File: src/rtl/reaction_pkg.sv
// Shared types and constants for the reaction-test round controller.
package reaction_pkg;

    typedef enum logic [2:0] {
        IDLE,
        ARM,
        RUN,
        RESULT,
        FALSE_START,
        DONE
    } state_t;

    localparam logic [1:0] WIN_NONE = 2'b00;
    localparam logic [1:0] WIN_P0   = 2'b01;
    localparam logic [1:0] WIN_P1   = 2'b10;
    localparam logic [1:0] WIN_TIE  = 2'b11;

    localparam logic [15:0] BEST_NONE = 16'hFFFF;

    // Fibonacci taps 16,14,13,11 expressed as bit positions 0,2,3,5 of a right-shifting register
    localparam logic [15:0] LFSR_SEED     = 16'hACE1;
    localparam logic [15:0] LFSR_TAP_MASK = 16'h002D;

    typedef struct packed {
        logic start;
        logic p1;
        logic p0;
    } key_evt_t;

    function automatic logic [15:0] lfsr_next(input logic [15:0] s);
        return {^(s & LFSR_TAP_MASK), s[15:1]};
    endfunction

endpackage

File: src/rtl/key_sync_edge.sv
// Two-flop synchroniser for an active-low key plus a registered falling-edge press event.
module key_sync_edge (
    input  logic clk,
    input  logic rst_n,
    input  logic i_key_n,
    output logic o_press
);

    logic r_s1, r_s2, r_prev, r_press;

    // Idle level of the key is high, so reset the chain high to avoid a phantom press.
    always_ff @(posedge clk or negedge rst_n) begin
        if (!rst_n) begin
            r_s1    <= 1'b1;
            r_s2    <= 1'b1;
            r_prev  <= 1'b1;
            r_press <= 1'b0;
        end else begin
            r_s1    <= i_key_n;
            r_s2    <= r_s1;
            r_prev  <= r_s2;
            r_press <= r_prev & ~r_s2;
        end
    end

    assign o_press = r_press;

endmodule

File: src/rtl/reaction_round_ctrl.sv
// Reaction-test round controller: hold-off, stopwatch sequencing, stop-key arbitration, match scoring.
// Optional per-player win counters on score0/score1 are built when REACT_SCOREBOARD_EN is defined.
module reaction_round_ctrl
    import reaction_pkg::*;
#(
    parameter int unsigned SEC_CYCLES = 50000000,
    parameter int unsigned TICK_DIV   = 500000,
    parameter int unsigned MIN_WAIT_S = 1,
    parameter int unsigned MAX_WAIT_S = 10,
    parameter int unsigned NUM_ROUNDS = 5,
    parameter int unsigned TIMEOUT_CS = 999
) (
    input  logic        CLOCK_50,
    input  logic        RESET_N,
    input  logic        start_n,
    input  logic        p0_stop_n,
    input  logic        p1_stop_n,
    output logic        sw_clear,
    output logic        sw_tick,
    output logic        blank,
    output logic        go_led,
    output logic [1:0]  winner,
    output logic [1:0]  false_start,
    output logic [3:0]  round_num,
    output logic [15:0] elapsed_cs,
    output logic [15:0] best_cs,
    output logic        result_valid,
    output logic        match_done,
    output logic [3:0]  score0,
    output logic [3:0]  score1
);

    localparam int          NUM_KEYS     = 3;
    localparam logic [31:0] LP_SEC       = 32'(SEC_CYCLES);
    localparam logic [31:0] LP_TICK_LAST = 32'(TICK_DIV - 1);
    localparam logic [31:0] LP_SPAN      = 32'(MAX_WAIT_S - MIN_WAIT_S + 1);
    localparam logic [31:0] LP_MIN       = 32'(MIN_WAIT_S);
    localparam logic [3:0]  LP_ROUNDS    = 4'(NUM_ROUNDS);
    localparam logic [15:0] LP_TIMEOUT   = 16'(TIMEOUT_CS);

    logic [NUM_KEYS-1:0] w_key_n, w_press;
    key_evt_t            w_evt;

    assign w_key_n = {start_n, p1_stop_n, p0_stop_n};
    assign w_evt   = key_evt_t'(w_press);

    for (genvar gi = 0; gi < NUM_KEYS; gi++) begin : g_key
        key_sync_edge u_key (
            .clk     (CLOCK_50),
            .rst_n   (RESET_N),
            .i_key_n (w_key_n[gi]),
            .o_press (w_press[gi])
        );
    end

    state_t      r_state, w_state_nxt;
    logic [15:0] r_lfsr;
    logic [31:0] r_wait_tgt, r_wait_cnt, r_div;
    logic [15:0] r_elapsed, r_best;
    logic [3:0]  r_round;
    logic [1:0]  r_winner, r_false;
    logic        r_sw_clear, r_sw_tick, r_result_valid;

    logic        w_arm_go, w_match_start, w_run_go, w_stop_hit, w_timeout, w_fs_hit, w_tick;
    logic        w_any_stop;
    logic [15:0] w_elapsed_nxt;
    logic [31:0] w_wait_s, w_target;

    assign w_any_stop    = w_evt.p0 | w_evt.p1;
    assign w_wait_s      = ({16'd0, r_lfsr} % LP_SPAN) + LP_MIN;
    assign w_target      = w_wait_s * LP_SEC;
    // The tick is suppressed once the timeout value is reached so the frozen result stays exact.
    assign w_tick        = (r_state == RUN) && (r_div == LP_TICK_LAST) && (r_elapsed != LP_TIMEOUT);
    assign w_elapsed_nxt = w_tick ? r_elapsed + 16'd1 : r_elapsed;

    always_ff @(posedge CLOCK_50 or negedge RESET_N) begin
        if (!RESET_N) r_state <= IDLE;
        else          r_state <= w_state_nxt;
    end

    always_comb begin
        w_state_nxt   = r_state;
        w_arm_go      = 1'b0;
        w_match_start = 1'b0;
        w_run_go      = 1'b0;
        w_stop_hit    = 1'b0;
        w_timeout     = 1'b0;
        w_fs_hit      = 1'b0;
        case (r_state)
            IDLE, DONE: begin
                if (w_evt.start) begin
                    w_arm_go      = 1'b1;
                    w_match_start = 1'b1;
                    w_state_nxt   = ARM;
                end
            end
            ARM: begin
                if (w_any_stop) begin
                    w_fs_hit    = 1'b1;
                    w_state_nxt = FALSE_START;
                end else if (r_wait_cnt == r_wait_tgt - 32'd1) begin
                    w_run_go    = 1'b1;
                    w_state_nxt = RUN;
                end
            end
            RUN: begin
                if (w_any_stop) begin
                    w_stop_hit  = 1'b1;
                    w_state_nxt = RESULT;
                end else if (r_elapsed == LP_TIMEOUT) begin
                    w_timeout   = 1'b1;
                    w_state_nxt = RESULT;
                end
            end
            RESULT: begin
                if (r_round == LP_ROUNDS) begin
                    w_state_nxt = DONE;
                end else if (w_evt.start) begin
                    w_arm_go    = 1'b1;
                    w_state_nxt = ARM;
                end
            end
            FALSE_START: begin
                if (w_evt.start) begin
                    w_arm_go    = 1'b1;
                    w_state_nxt = ARM;
                end
            end
            default: w_state_nxt = IDLE;
        endcase
    end

    always_ff @(posedge CLOCK_50 or negedge RESET_N) begin
        if (!RESET_N) begin
            r_lfsr         <= LFSR_SEED;
            r_wait_tgt     <= '0;
            r_wait_cnt     <= '0;
            r_div          <= '0;
            r_elapsed      <= '0;
            r_best         <= BEST_NONE;
            r_round        <= '0;
            r_winner       <= WIN_NONE;
            r_false        <= '0;
            r_sw_clear     <= 1'b0;
            r_sw_tick      <= 1'b0;
            r_result_valid <= 1'b0;
        end else begin
            r_lfsr         <= lfsr_next(r_lfsr);
            r_sw_clear     <= w_arm_go;
            r_sw_tick      <= w_tick;
            r_result_valid <= w_stop_hit | w_timeout;

            if (w_arm_go) begin
                r_wait_tgt <= w_target;
                r_wait_cnt <= '0;
            end else if (r_state == ARM) begin
                r_wait_cnt <= r_wait_cnt + 32'd1;
            end

            // Elapsed keeps the tick that lands on the stop edge, then freezes outside RUN.
            if (w_run_go) begin
                r_div     <= '0;
                r_elapsed <= '0;
            end else if (r_state == RUN) begin
                r_div     <= w_tick ? 32'd0 : r_div + 32'd1;
                r_elapsed <= w_elapsed_nxt;
            end

            if (w_match_start)   r_winner <= WIN_NONE;
            else if (w_stop_hit) r_winner <= {w_evt.p1, w_evt.p0};
            else if (w_timeout)  r_winner <= WIN_NONE;

            if (w_arm_go)      r_false <= '0;
            else if (w_fs_hit) r_false <= {w_evt.p1, w_evt.p0};

            if (w_match_start)   r_round <= '0;
            else if (w_stop_hit) r_round <= r_round + 4'd1;

            if (w_match_start)                               r_best <= BEST_NONE;
            else if (w_stop_hit && (w_elapsed_nxt < r_best)) r_best <= w_elapsed_nxt;
        end
    end

`ifdef REACT_SCOREBOARD_EN
    logic [3:0] r_score0, r_score1;

    always_ff @(posedge CLOCK_50 or negedge RESET_N) begin
        if (!RESET_N) begin
            r_score0 <= '0;
            r_score1 <= '0;
        end else if (w_match_start) begin
            r_score0 <= '0;
            r_score1 <= '0;
        end else if (w_stop_hit) begin
            if (w_evt.p0 && (r_score0 != 4'hF)) r_score0 <= r_score0 + 4'd1;
            if (w_evt.p1 && (r_score1 != 4'hF)) r_score1 <= r_score1 + 4'd1;
        end
    end

    assign score0 = r_score0;
    assign score1 = r_score1;
`else
    assign score0 = 4'd0;
    assign score1 = 4'd0;
`endif

    assign sw_clear     = r_sw_clear;
    assign sw_tick      = r_sw_tick;
    assign blank        = (r_state == ARM);
    assign go_led       = (r_state == RUN);
    assign winner       = r_winner;
    assign false_start  = r_false;
    assign round_num    = r_round;
    assign elapsed_cs   = r_elapsed;
    assign best_cs      = r_best;
    assign result_valid = r_result_valid;
    assign match_done   = (r_state == DONE);

endmodule

File: config.mk
export PLATFORM = sky130hd
export DESIGN_NAME = reaction_round_ctrl
export DESIGN_NICKNAME = d
export VERILOG_FILES = /design/src/rtl/reaction_pkg.sv /design/src/rtl/key_sync_edge.sv /design/src/rtl/reaction_round_ctrl.sv
export SDC_FILE = /design/constraint.sdc
export NUM_CORES = 1
export LEC_CHECK = 0
export ABC_AREA = 1
export BUFFER_PORTS_ARGS = -buffer_cell sky130_fd_sc_hd__buf_2
export CAP_MARGIN = 20
export CORE_MARGIN = 2
export CORE_UTILIZATION = 30
export CTS_CLUSTER_SIZE = 28
export DETAILED_ROUTE_END_ITERATION = 8
export PLACE_DENSITY_LB_ADDON = 0.08
export REMOVE_ABC_BUFFERS = 1
export SKIP_CTS_REPAIR_TIMING = 1
export SLEW_MARGIN = 5
export SYNTH_ARGS = -nofsm -noshare
export SYNTH_HDL_FRONTEND = slang
export SYNTH_SLANG_ARGS = --single-unit
File: constraint.sdc
create_clock -name CLOCK_50 -period 21 [get_ports CLOCK_50]
set_clock_uncertainty 0.15 [all_clocks]
set_input_delay 3.15 -clock CLOCK_50 [delete_from_list [all_inputs] [get_ports CLOCK_50]]
set_output_delay 3.15 -clock CLOCK_50 [all_outputs]
set_load 0.02 [all_outputs]
# == Word-level counts from Yosys, hierarchy flattened ==
# Cells that the tools add are included.
# classes
addsub,6
n_mul,1
div,1
order_cmp,1
eq_ne,12
n_mux,37
n_bitwise,8
n_reduce_logical,14
# op_table
cell,n
$mux 32,5
$add 32x1->32 const B,3
$mux 16,5
$eq 32x19->1 const B,1
$eq 32x32->1,1
$mod 16x4->32 const B,1
$mul 32x19->25 const B,1
$sub 32x1->32 const B,1
$mux 3,6
$add 16x1->16 const B,1
$eq 16x10->1 const B,1
$lt 16x16->1,1
$ne 16x10->1 const B,1
$reduce_xor 16->1,1
$mux 1,12
$pmux 3 s4,1
$mux 2,5
$reduce_bool 2->1,5
$mux 4,2
$eq 3x2->1 const B,2
$eq 3x3->1 const B,2
$ne 3x1->1 const B,2
$add 4x1->4 const B,1
$eq 4x3->1 const B,1
other kinds (11),18
# totals
regBits,163
inputBits,5
out_inout_bits,54
elab_cells,105

# == Depth between registers and ports, before layout ==
# Gate-level depths: netlist of the first run.
# logic_depth
ltp_word,8
mapped_depth,144
ltp_nobuf,139

# == Cells and area by module ==
# A second synthesis of the first run with hierarchy kept.
# hier_totals
cells_unflattened,2778
area_unflattened_um2,19576.3
# by_module_without_submodules
mod,n_inst,cells_each,area_per_inst_um2,seq_area_each_um2
reaction_round_ctrl,1,2760,19234.7,3808.7
key_sync_edge,3,6,113.9,103.8

# == Worst setup path after synthesis of the first run ==
# OpenSTA, ideal clock, no wires.
# synth_timing
path_type,register to register
start,reg r_lfsr[2]
end,reg r_wait_tgt[31]
arrival_ns,14.653
t_required_ns,20.733
slack_ns,6.079
path_stages_with_launch,121
period_less_slack_ns,14.921
path_cell_list,dfrtp_1 > inv_1 > ha_1 > inv_1 > nand2_1 > nor2_4 > inv_2 > nand2_4 > nand3_1 > nand2_2 > inv_2 > a21oi_2 > inv_1 > nand2_1 > inv_1 > nand2_1 > nand2_1 > nor2_4 > [... 85 more ...] > nor2_1 > inv_1 > a21oi_1 > o21ai_0 > a21oi_1 > inv_1 > nand3_2 > nand2_1 > nand2_1 > nand2_1 > inv_1 > nand2_1 > nand2_1 > nand2_1 > nand2_1 > nand2_1 > nand3_1 > nand2_1
# synth_between
elab_chain_cells,3
# synth_rtl
item,line,text
from (decl),reaction_round_ctrl.sv:57,logic [15:0] r_lfsr;
from (signal assigned),reaction_round_ctrl.sv:148,r_lfsr <= lfsr_next(r_lfsr);
$mod 16x4->32,reaction_round_ctrl.sv:70,"assign w_wait_s = ({16'd0, r_lfsr} % LP_SPAN) + LP_MIN;"
$add 32x1->32,reaction_round_ctrl.sv:70,
$mul 32x19->25,reaction_round_ctrl.sv:71,assign w_target = w_wait_s * LP_SEC;
to (signal assigned),reaction_round_ctrl.sv:154,r_wait_tgt <= w_target;
to (decl),reaction_round_ctrl.sv:58,"logic [31:0] r_wait_tgt, r_wait_cnt, r_div;"
# Every way passes these cells.
# A chain may end at the register's enable or synchronous reset.

# == Worst setup path in the final report of the first run ==
# Ends and elaborated chain as after synthesis.

==> impl_results.md, run 1 <==
* Outcome: finished clean
* NumNets Final at just over 3000
* Avg Cell Area, Syn at between 7 and 8 µm²
* Top Ports at 59
* CTS Buf Count at 17
* Die H at around 270 µm
* Area growth, synth to finish at 7.87%
* Minimum clock period at about 19 ns
* Least-Margin Pin Slew at between 0.9 and 1 ns
* DP Worst Slack at roughly 1.9 ns
* Core area at ~0.070 mm²
* Clock sinks at between 150 and 200
* Finished Layout Cells at 3836
* Antenna cells at 0
* Highest cell delay on the worst timing path at 0.60 ns
* Detailed Routing Iterations Pass 1 at 4
* GP Congestion at between 0.8 and 0.9
* Worst EP required at around 21 ns
* Routed wire length at about 55000 µm
* Die Area at roughly 0.072 mm²
* Max Cap Viol at 0
* Vias per std cell at approximately 4.5
* CP endpoint kind: register
* Synth cell types at 73
* Die width at about 270 µm
* Fillcell total at between 7000 and 8000
* CTS H-tree depth at 4
* Worst Hold Margin at between 0.15 and 0.2 ns
* Sequential area share after synthesis at 19.5%
* CTS tree: yes
* Vias in the first global route at roughly 18000
* Most common cell after layout, fill and taps aside: inv_1
* YS warnings at 0
* CP Max Fanout at 24
* Final hold violation count at 0
* Starting Density at between 30% and 40%
* Final setup violation count at 0
* Slowest library cell on the worst path: xor2_1
* Placed cells at ~3800
* I/O Buffers at 50
* Post-DR wirelength/cell at around 14 µm
* P_leak at ~12 nW
* Yosys reg bits at 163
* Crit path kind: register to register
* Tcrit/Tclk final at ~89%
* GRT Total Usage at 15.8%
* Drt initial violations at 841
* Final Worst Setup Slack at around 2.4 ns
* Clock Root Buffer: clkbuf_16
* CTS Buffer Depth at 2
* Largest net degree at the start of global routing at ~100
* First-pass GRT wire length at 91500 µm
* Crit path top cell by count: nand2_1
* RSZ-0062 raised after global routing: no
* Antenna-violating nets left at 0
* Area of the mapped netlist at ~0.021 mm²
* Clock transition at path regs at about 0.08 ns
* Initial antenna violation count at 0
* Hold Crit Class: register to register
* Placed wire-length estimate at about 45000 µm
* Cell Rows at 97
* Drt drc at 0
* Vias at 17342
* Cell Pwr Density at roughly 44 mW/mm²
* Most frequent cells in the layout: inv_1 (526), nand2_1 (473), nor2_1 (254)
* Slew HR at ~37%
* Insertion delay to the later sink of the worst-skew pair at ~0.47 ns
* FMAX at about 0.054 GHz
* Total gr overflow at 0
* FF+latch area at about 0.0041 mm²
* Area of the multi-input gates at about 0.014 mm²
* Ratio of cells with drive above 1 in the final layout at around a fifth
* Slew Viols, Final at 0
* Mapped Cells at around 2900
* Critical Path Start Type: register
* CP Data Arrival Time at 18.81 ns
* Max VDD drop at 0.0409 mV
* Setup TNS at 0 ns
[worst paths after layout]
path	slack, ns	startpoint	cells past startpoint	endpoint
setup / recovery	2.41	r_lfsr[2]	114	r_wait_tgt[31]
hold / removal	0.20	g_key[2].u_key.r_s1	0	g_key[2].u_key.r_s2
setup reg to reg	2.41	r_lfsr[2]	114	r_wait_tgt[31]
hold reg to reg	0.20	g_key[2].u_key.r_s1	0	g_key[2].u_key.r_s2
max in group asynchronous	16.53	RESET_N	2	r_div[19]
min in group asynchronous	2.66	RESET_N	1	elapsed_cs[8]
[metrics by stage]
stage                     power (mW)  utilization, %  cell area, µm²
final                           1.00            32.6           22700
after global routing            1.08            32.6           22700
after CTS                       1.03            32.6           22700
after detailed placement       0.682            31.7           22100
after global placement         0.680            31.7           22100
after floorplan                0.584               -           20600
[cells by family (layout without fill, tap and decap cells)]
family | Yosys count | after routing | share of synthesized area, %
buffers and inverters | 663 | 699 | 13.9
adder cells (fa/ha/maj) | 213 | 213 | 16.1
XOR/XNOR | 135 | 135 | 5.65
AND/OR/NAND/NOR | 1433 | 1434 | 38.1
AO/OA/AOI/OAI | 244 | 244 | 6.67
flip-flops | 163 | 163 | 19.5
other | 1 | 8 | 0.0178
[registers in the layout, summed over array words and instances (netlist names)]
register             cells
g_key.u_key.r_s2         3
round_num                4
best_cs                 16
r_state                  3
sw_clear                 1
false_start              2
g_key.u_key.r_prev       3
g_key.u_key.r_s1         3
sw_tick                  1
winner                   2
r_wait_cnt              32
r_lfsr                  16
r_div                   32
r_wait_tgt              25
result_valid             1
g_key.u_key.o_press      3
elapsed_cs              16
[worst max-delay path, delay by kind of cell (launching register included)]
family / cells / cell delay (ns)
buf+inv: 17 / 1.24
flops: 1 / 0.45
fa+ha+maj: 8 / 3.13
compound gates: 10 / 1.73
simple gates: 78 / 11.08
xor+xnor: 1 / 0.60
[cell usage after synthesis, drive strengths merged]
cell       n  area, µm²
nand2    658       3290
inv      582       2240
nor2     328       1650
nand3    243       1710
dfrtp    130       3250
ha       115       1440
o21ai    114        604
xor2     105        927
fa        98       1960
nand4     96        713
a21oi     87        462
nor3      47        240
dfstp     33        867
xnor2     30        263
clkbuf    27        151
clkinv    27        178
buf       26        342
nor4      25        156
nand3b    16        128
or2        9       58.8
a32oi      8       70.1
o21a       5       37.5
o21bai     5       41.3
a21o       4       30.0
a31oi      4       25.0
nor3b      4       30.0
o31ai      4       30.0
and2       3       20.0
o211ai     3       22.5
a22oi      2       15.0
and3       2       12.5
or3b       2       17.5
a2111oi    1       8.76
a211o      1       8.76
a31o       1       8.76
a32o       1       10.0
a41oi      1       8.76
bufinv     1       17.5
conb       1       3.75
o2111ai    1       8.76
o22ai      1       6.26
o2bb2ai    1       8.76
[report_power, final]
group	leakage, nW	internal (mW)	switching (mW)
sequential	2.11	0.365	0.0357
clock	0.301	0.183	0.149
combinational	9.80	0.0893	0.180
[area by class of cell]
type / count / share of cell area [%]
timing repair buffer: 57 / 1.36
clock buffer: 19 / 1.95
clock inverter: 13 / 0.737
inverter: 610 / 10.7
multi-input combinational: 2034 / 61.9
sequential: 163 / 18.1
tap: 940 / 5.17
[metal layers]
metal,routed length [µm],up-vias,share of wire [%],GRT usage (%)
met4,762,0,1.4,3.80
met3,996,40,1.8,1.79
met1,26900,8114,49,21.1
li1,-,9018,-,-
met5,0,-,0,0
met2,26000,170,48,27.0
Power figures use the tool's default switching activity.
==> run 2: changes to the inputs <==
clock period = 16.55 ns   (was 21 ns; I/O delays follow)
==> impl_results.md, run 2 (synthesis results as in run 1) <==
* Biggest regs: r_div: 32 flops, r_wait_cnt: 32 flops, r_wait_tgt: 25 flops
* First-pass GRT wire length at 92200 µm (+0.75%)
* Highest cell delay on the worst timing path at 0.52 ns (-0.08 ns)
* Total gr overflow at 0 (unchanged)
* CTS H-tree depth at 4 (unchanged)
* Critical Path Start Type: register
* Top Ports at 59 (unchanged)
* Area growth, synth to finish at 22.8%
* CP endpoint kind: register
* Most common cell after layout, fill and taps aside: inv_1
* Drt drc at 0 (unchanged)
* Max VDD drop at 0.0868 mV (+110%)
* Worst Hold Margin at 0.196 ns (-0.00325 ns)
* Antenna-violating nets left at 0 (unchanged)
* Flop pwr share at 39.5% (-0.5 points)
* CP Max Fanout at 7 (-71%)
* Largest net degree at the start of global routing at 106 (+8.2%)
* I/O Buffers at 50 (unchanged)
* Endpoint of the worst setup timing path: r_wait_tgt[31]
* Comb pwr share at 27.3% (+0.4 points)
* Post-DR wirelength/cell at 14.3 µm (+0.50%)
* Clock Root Buffer: clkbuf_16
* Vias at 18189 (+4.9%)
* Vias in the first global route at 17823 (+1.1%)
* Critical path startpoint: r_lfsr[3]
* Slowest library cell on the worst path: fa_1
* CTS Buf Count at 17 (unchanged)
* Core area at 0.0698 mm² (unchanged)
* Crit path kind: register to register
* Final setup violation count at 0 (unchanged)
* Worst r2r src: r_lfsr[3]
* CTS Buffer Depth at 2 (unchanged)
* Placed wire-length estimate at 45700 µm (+1.7%)
* Slew Viols, Final at 0 (unchanged)
* Vias per std cell at 4.52 (about the same)
* Die H at 269 µm (unchanged)
* Antenna cells at 0 (unchanged)
* Net switching power at 0.472 mW (+30%)
* Clock network power share at 33.2% (about the same)
* Minimum clock period at 15.70 ns (-2.90 ns)
* FMAX at 0.0637 GHz (+18%)
* Worst r2r dst: r_wait_tgt[31]
* Drt initial violations at 793 (-5.7%)
* Internal at 0.812 mW (+27%)
* GRT Total Usage at 15.9% (+0.15 points)
* CTS tree: yes
* Tcrit/Tclk final at 94.8% (+6.3 points)
* Util after Layout at 37.1% (+4.5 points)
* Cell Pwr Density at 49.6 mW/mm² (+13%)
* Least-Margin Pin Slew at 0.840 ns (-0.102 ns)
* Insertion delay to the later sink of the worst-skew pair at 0.48 ns (about the same)
* Die width at 269 µm (unchanged)
* R2R depth at 115 (+0.88%)
* Slew HR at 44.0% (+6.8 points)
* Detailed Routing Iterations Pass 1 at 7 (+3)
* Final hold violation count at 0 (unchanged)
* Cell Rows at 97 (unchanged)
* Max Cap Viol at 0 (unchanged)
* Ratio of cells with drive above 1 in the final layout at 30.6% (+11 points)
* Initial antenna violation count at 0 (unchanged)
* Hold Crit Class: register to register
* FF-to-FF setup slack at 0.85 ns (-1.55 ns)
* Starting Density at 30.2% (unchanged)
* Die Area at 0.0724 mm² (unchanged)
* Clock sinks at 163 (unchanged)
* RSZ-0062 raised after global routing: yes
* Worst EP required at 16.77 ns (-4.44 ns)
* CP Data Arrival Time at 15.92 ns (-2.89 ns)
* Most frequent cells in the layout: inv_1 (503), nand2_1 (415), nor2_1 (225)
* Clock transition at path regs at 0.08 ns (about the same)
* Sw Share at 36.8% (+0.40 points)
* Outcome: finished clean
* Hold_sp: g_key[2].u_key.r_s1
* NumNets Final at 3286 (+6.0%)
* Routed wire length at 57600 µm (+5.4%)
* P_leak at 13.4 nW (+9.6%)
* GP Congestion at 0.850 (about the same)
## run 2: worst min-delay path by stage
stage,endpoint,slack [ns],cells past startpoint
finish,g_key[2].u_key.r_s2,0.20,0
global route,g_key[2].u_key.r_s2,0.21,0
CTS,g_key[2].u_key.r_s2,0.20,0
detailed placement,g_key[0].u_key.r_s2,0.20,0
global placement,g_key[2].u_key.r_s2,0.20,0
floorplan,g_key[0].u_key.r_s2,0.20,0
## run 2: per-stage QoR
step	area (µm²)	power [mW]	cells	worst slack, ns	setup TNS (ns)
global route	25900	1.38	4021	-0.246	-0.246
global placement	22500	0.865	3849	-0.417	-0.417
detailed placement	22500	0.871	3850	-0.352	-0.352
CTS	23100	1.31	3882	-0.421	-0.421
floorplan	20600	0.741	2806	0.0443	0
finish	25900	1.28	4021	0.855	0
## run 2: layer usage
metal	global-route usage, %	up-vias	routed length [µm]
met4	3.17	0	568
met5	0	-	0
li1	-	9402	-
met2	27.5	146	28400
met3	1.97	29	1110
met1	21.2	8612	27500
## run 2: layout make-up
type | count | area, µm²
Fill cell | 7311 | 43900
Tap cell | 940 | 1180
Clock buffer | 19 | 443
Sequential cell | 163 | 4120
Timing Repair Buffer | 238 | 1960
Clock inverter | 13 | 165
Multi-Input combinational cell | 2038 | 15600
Inverter | 610 | 2450
## run 2: worst max-delay path: cells and delay by family, from the launching register on
kind            cells  cell delay [ns]
fa+ha+maj           8             2.78
flops               1             0.39
xor+xnor            2             0.38
simple gates       67             7.23
buf+inv            24             2.38
compound gates     14             2.18
## run 2: power by group through the flow
| stage | logic (mW) | registers, mW | clock network (mW) |
|---|---|---|---|
| 2_1_floorplan | 0.207 | 0.535 | 0 |
| 3_3_place_gp | 0.351 | 0.514 | 0 |
| 3_5_place_dp | 0.356 | 0.515 | 0 |
| 4_1_cts | 0.357 | 0.508 | 0.447 |
| 5_1_grt | 0.397 | 0.517 | 0.462 |
| 6_report | 0.351 | 0.508 | 0.426 |
==> run 3: changes to the inputs <==
ABC_AREA = unset   (was 1)
CAP_MARGIN = 0   (was 20)
==> impl_results.md, run 3 <==
* Outcome: finished clean
* Fillcell total at 6378 (-13%)
* Most common cell after layout, fill and taps aside: inv_1
* Initial antenna violation count at 0 (unchanged)
* CTS tree: yes
* Avg Cell Area, Syn at 8.40 µm² (+14%)
* Count leader, synth: inv_1
* Clock transition at path regs at 0.07 ns (about the same)
* Slew HR at 34.0% (-9.9 points)
* FMAX at 0.0630 GHz (-1.1%)
* Cell Rows at 90 (-7.2%)
* Hold depth at 0 (unchanged)
* R2R depth at 67 (-42%)
* Yosys reg bits at 163 (unchanged)
* Vias per std cell at 5.12 (+13%)
* Mapped Cells at 2190 (-23%)
* Largest net degree at the start of global routing at 99 (-6.6%)
* Drt initial violations at 1009 (+27%)
* Clock sinks at 163 (unchanged)
* Final setup violation count at 0 (unchanged)
* Placed Area at 0.0201 mm² (-11%)
* Util after Layout at 35.5% (-1.6 points)
* Starting Density at 30.4% (+0.21 points)
* Crit path kind: register to register
* Insertion delay to the later sink of the worst-skew pair at 0.45 ns (-0.03 ns)
* Finished Layout Cells at 3121 (-22%)
* Placed cells at 3061 (-20%)
* Die Area at 0.0633 mm² (-13%)
* Synth async-reset ratio at 100% (unchanged)
* Biggest regs: r_div: 32 flops, r_wait_cnt: 32 flops, r_wait_tgt: 25 flops
* Total gr overflow at 0 (unchanged)
* Final total power at 1.01 mW (-22%)
* CTS Buf Count at 17 (unchanged)
* Antenna cells at 0 (unchanged)
* Ys flop type: dfrtp_1
* Largest area contributor in the netlist: dfrtp_1
* CTS Buffer Depth at 2 (unchanged)
* Critical Path Start Type: register
* Yosys top cell area share at 17.7% (+2.3 points)
* DP Worst Slack at -0.115 ns (+0.238 ns)
* Top Ports at 59 (unchanged)
* EDFF count, synth at 0 (unchanged)
* YS warnings at 0 (unchanged)
* Tcrit/Tclk final at 95.9% (+1.1 points)
* Slowest library cell on the worst path: or4_4
* Highest cell delay on the worst timing path at 0.57 ns (+0.05 ns)
* Synth area leaders: dfrtp_1 (18%), fa_1 (11%), ha_1 (7.8%)
* Synth cell types at 130 (+78%)
* P_leak at 10.0 nW (-25%)
* Vias at 15976 (-12%)
* Area of the mapped netlist at 0.0184 mm² (-13%)
* Least-Margin Pin Slew at 0.977 ns (+0.137 ns)
* Die width at 252 µm (-6.5%)
* Most frequent cells in the layout: inv_1 (249), nor2_1 (204), nand2_1 (174)
* Sequential area share after synthesis at 22.4% (+2.9 points)
* Slew Viols, Final at 0 (unchanged)
* Final hold violation count at 0 (unchanged)
* Max VDD drop at 0.0736 mV (-15%)
* CP Data Arrival Time at 16.06 ns (+0.14 ns)
* Drt drc at 0 (unchanged)
* Area growth, synth to finish at 16.7%
* Minimum clock period at 15.87 ns (+0.177 ns)
* Final non-filler cell area at 0.0215 mm² (-17%)
* GP Congestion at 0.882 (+3.8%)
* NumNets Final at 2544 (-23%)
* Worst EP required at 16.74 ns (-0.03 ns)
* Worst Hold Margin at 0.205 ns (+0.00967 ns)
* Final Worst Setup Slack at 0.678 ns (-0.177 ns)
* Detailed Routing Iterations Pass 1 at 5 (-2)
* Core area at 0.0605 mm² (-13%)
* I/O Buffers at 50 (unchanged)
* First-pass GRT wire length at 87100 µm (-5.6%)
* Clock Root Buffer: clkbuf_16
* Vias in the first global route at 15652 (-12%)
* Synth cell count leaders: inv_1 (249), nor2_1 (212), nand2_1 (175), dfrtp_1 (130), xnor2_1 (130)
* Routed wire length at 54700 µm (-4.9%)
* Setup TNS at 0 ns (unchanged)
* CTS H-tree depth at 4 (unchanged)
* GRT Total Usage at 17.1% (+1.2 points)
* Placed wire-length estimate at 43400 µm (-5.1%)
* CP Max Fanout at 8 (+1)
* Max Cap Viol at 0 (unchanged)
* Post-DR wirelength/cell at 17.5 µm (+22%)
* Cell Pwr Density at 47.0 mW/mm² (-5.3%)
* CP endpoint kind: register
* Hold Crit Class: register to register
* Die H at 252 µm (-6.5%)
* Ratio of cells with drive above 1 in the final layout at 18.1% (-12 points)
* Antenna-violating nets left at 0 (unchanged)
## run 3: cell types whose count changed after synthesis, sizes merged, moves of 19 or more
cell	delta
and3	+46
clkbuf	+29
clkinv	-26
inv	-333
nand2	-483
nand2b	+26
nand3	-184
nand4	-58
nor2	-114
nor2b	+19
o211ai	+29
xnor2	+102
xor2	-23
## run 3: cell families after synthesis
family                     Yosys count  share of synthesized area [%]
DFF                                163                           22.4
and+or+nand+nor                    785                           22.6
adders and majority gates          216                           18.7
muxes                               28                           1.61
buffers and inverters              334                           7.23
xor gates and xnor gates           215                           10.4
other                                1                         0.0204
AOI/OAI and AO/OA                  448                           17.1
## run 3: final cells by class
class                      instances  area, µm²  area share (%)
inverter                         250        938            4.37
timing repair buffer             194       1340            6.23
multi-input combinational       1700      13500            62.9
clock buffer                      19        443            2.06
clock inverter                    13        146           0.682
sequential                       163       4120            19.2
tap                              782        978            4.56
## run 3: layer usage
| layer | vias up | share of wire (%) | track usage (%) |
|---|---|---|---|
| li1 | 7869 | - | - |
| met1 | 7804 | 49 | 24.7 |
| met2 | 272 | 47 | 27.8 |
| met3 | 31 | 3.1 | 1.81 |
| met4 | 0 | 0.84 | 2.77 |
| met5 | - | 0 | 0 |
## run 3: power breakdown
part	internal [mW]	total (mW)	leakage [nW]	switching (mW)
sequential	0.425	0.458	2.12	0.0325
clock	0.229	0.409	0.279	0.180
combinational	0.0531	0.142	7.63	0.0887
total	0.707	1.01	10.0	0.301
## run 3: final timing paths
check | end | slack [ns] | from
max | r_wait_tgt[31] | 0.68 | r_lfsr[2]
min | g_key[2].u_key.r_s2 | 0.21 | g_key[2].u_key.r_s1
max reg2reg | r_wait_tgt[31] | 0.68 | r_lfsr[2]
min reg2reg | g_key[2].u_key.r_s2 | 0.21 | g_key[2].u_key.r_s1
max in group asynchronous | r_wait_cnt[15] | 12.76 | RESET_N
min in group asynchronous | elapsed_cs[3] | 2.02 | RESET_N
## run 3: worst max-delay path: cells and delay by family (launching register included)
| family | cells | cell delay (ns) |
|---|---|---|
| AO/OA/AOI/OAI | 26 | 4.78 |
| AND/OR/NAND/NOR | 12 | 3.98 |
| adder cells (fa/ha/maj) | 8 | 3.25 |
| XOR/XNOR | 9 | 1.55 |
| buffers and inverters | 11 | 1.40 |
| flip-flops | 1 | 0.38 |
| multiplexers | 1 | 0.27 |
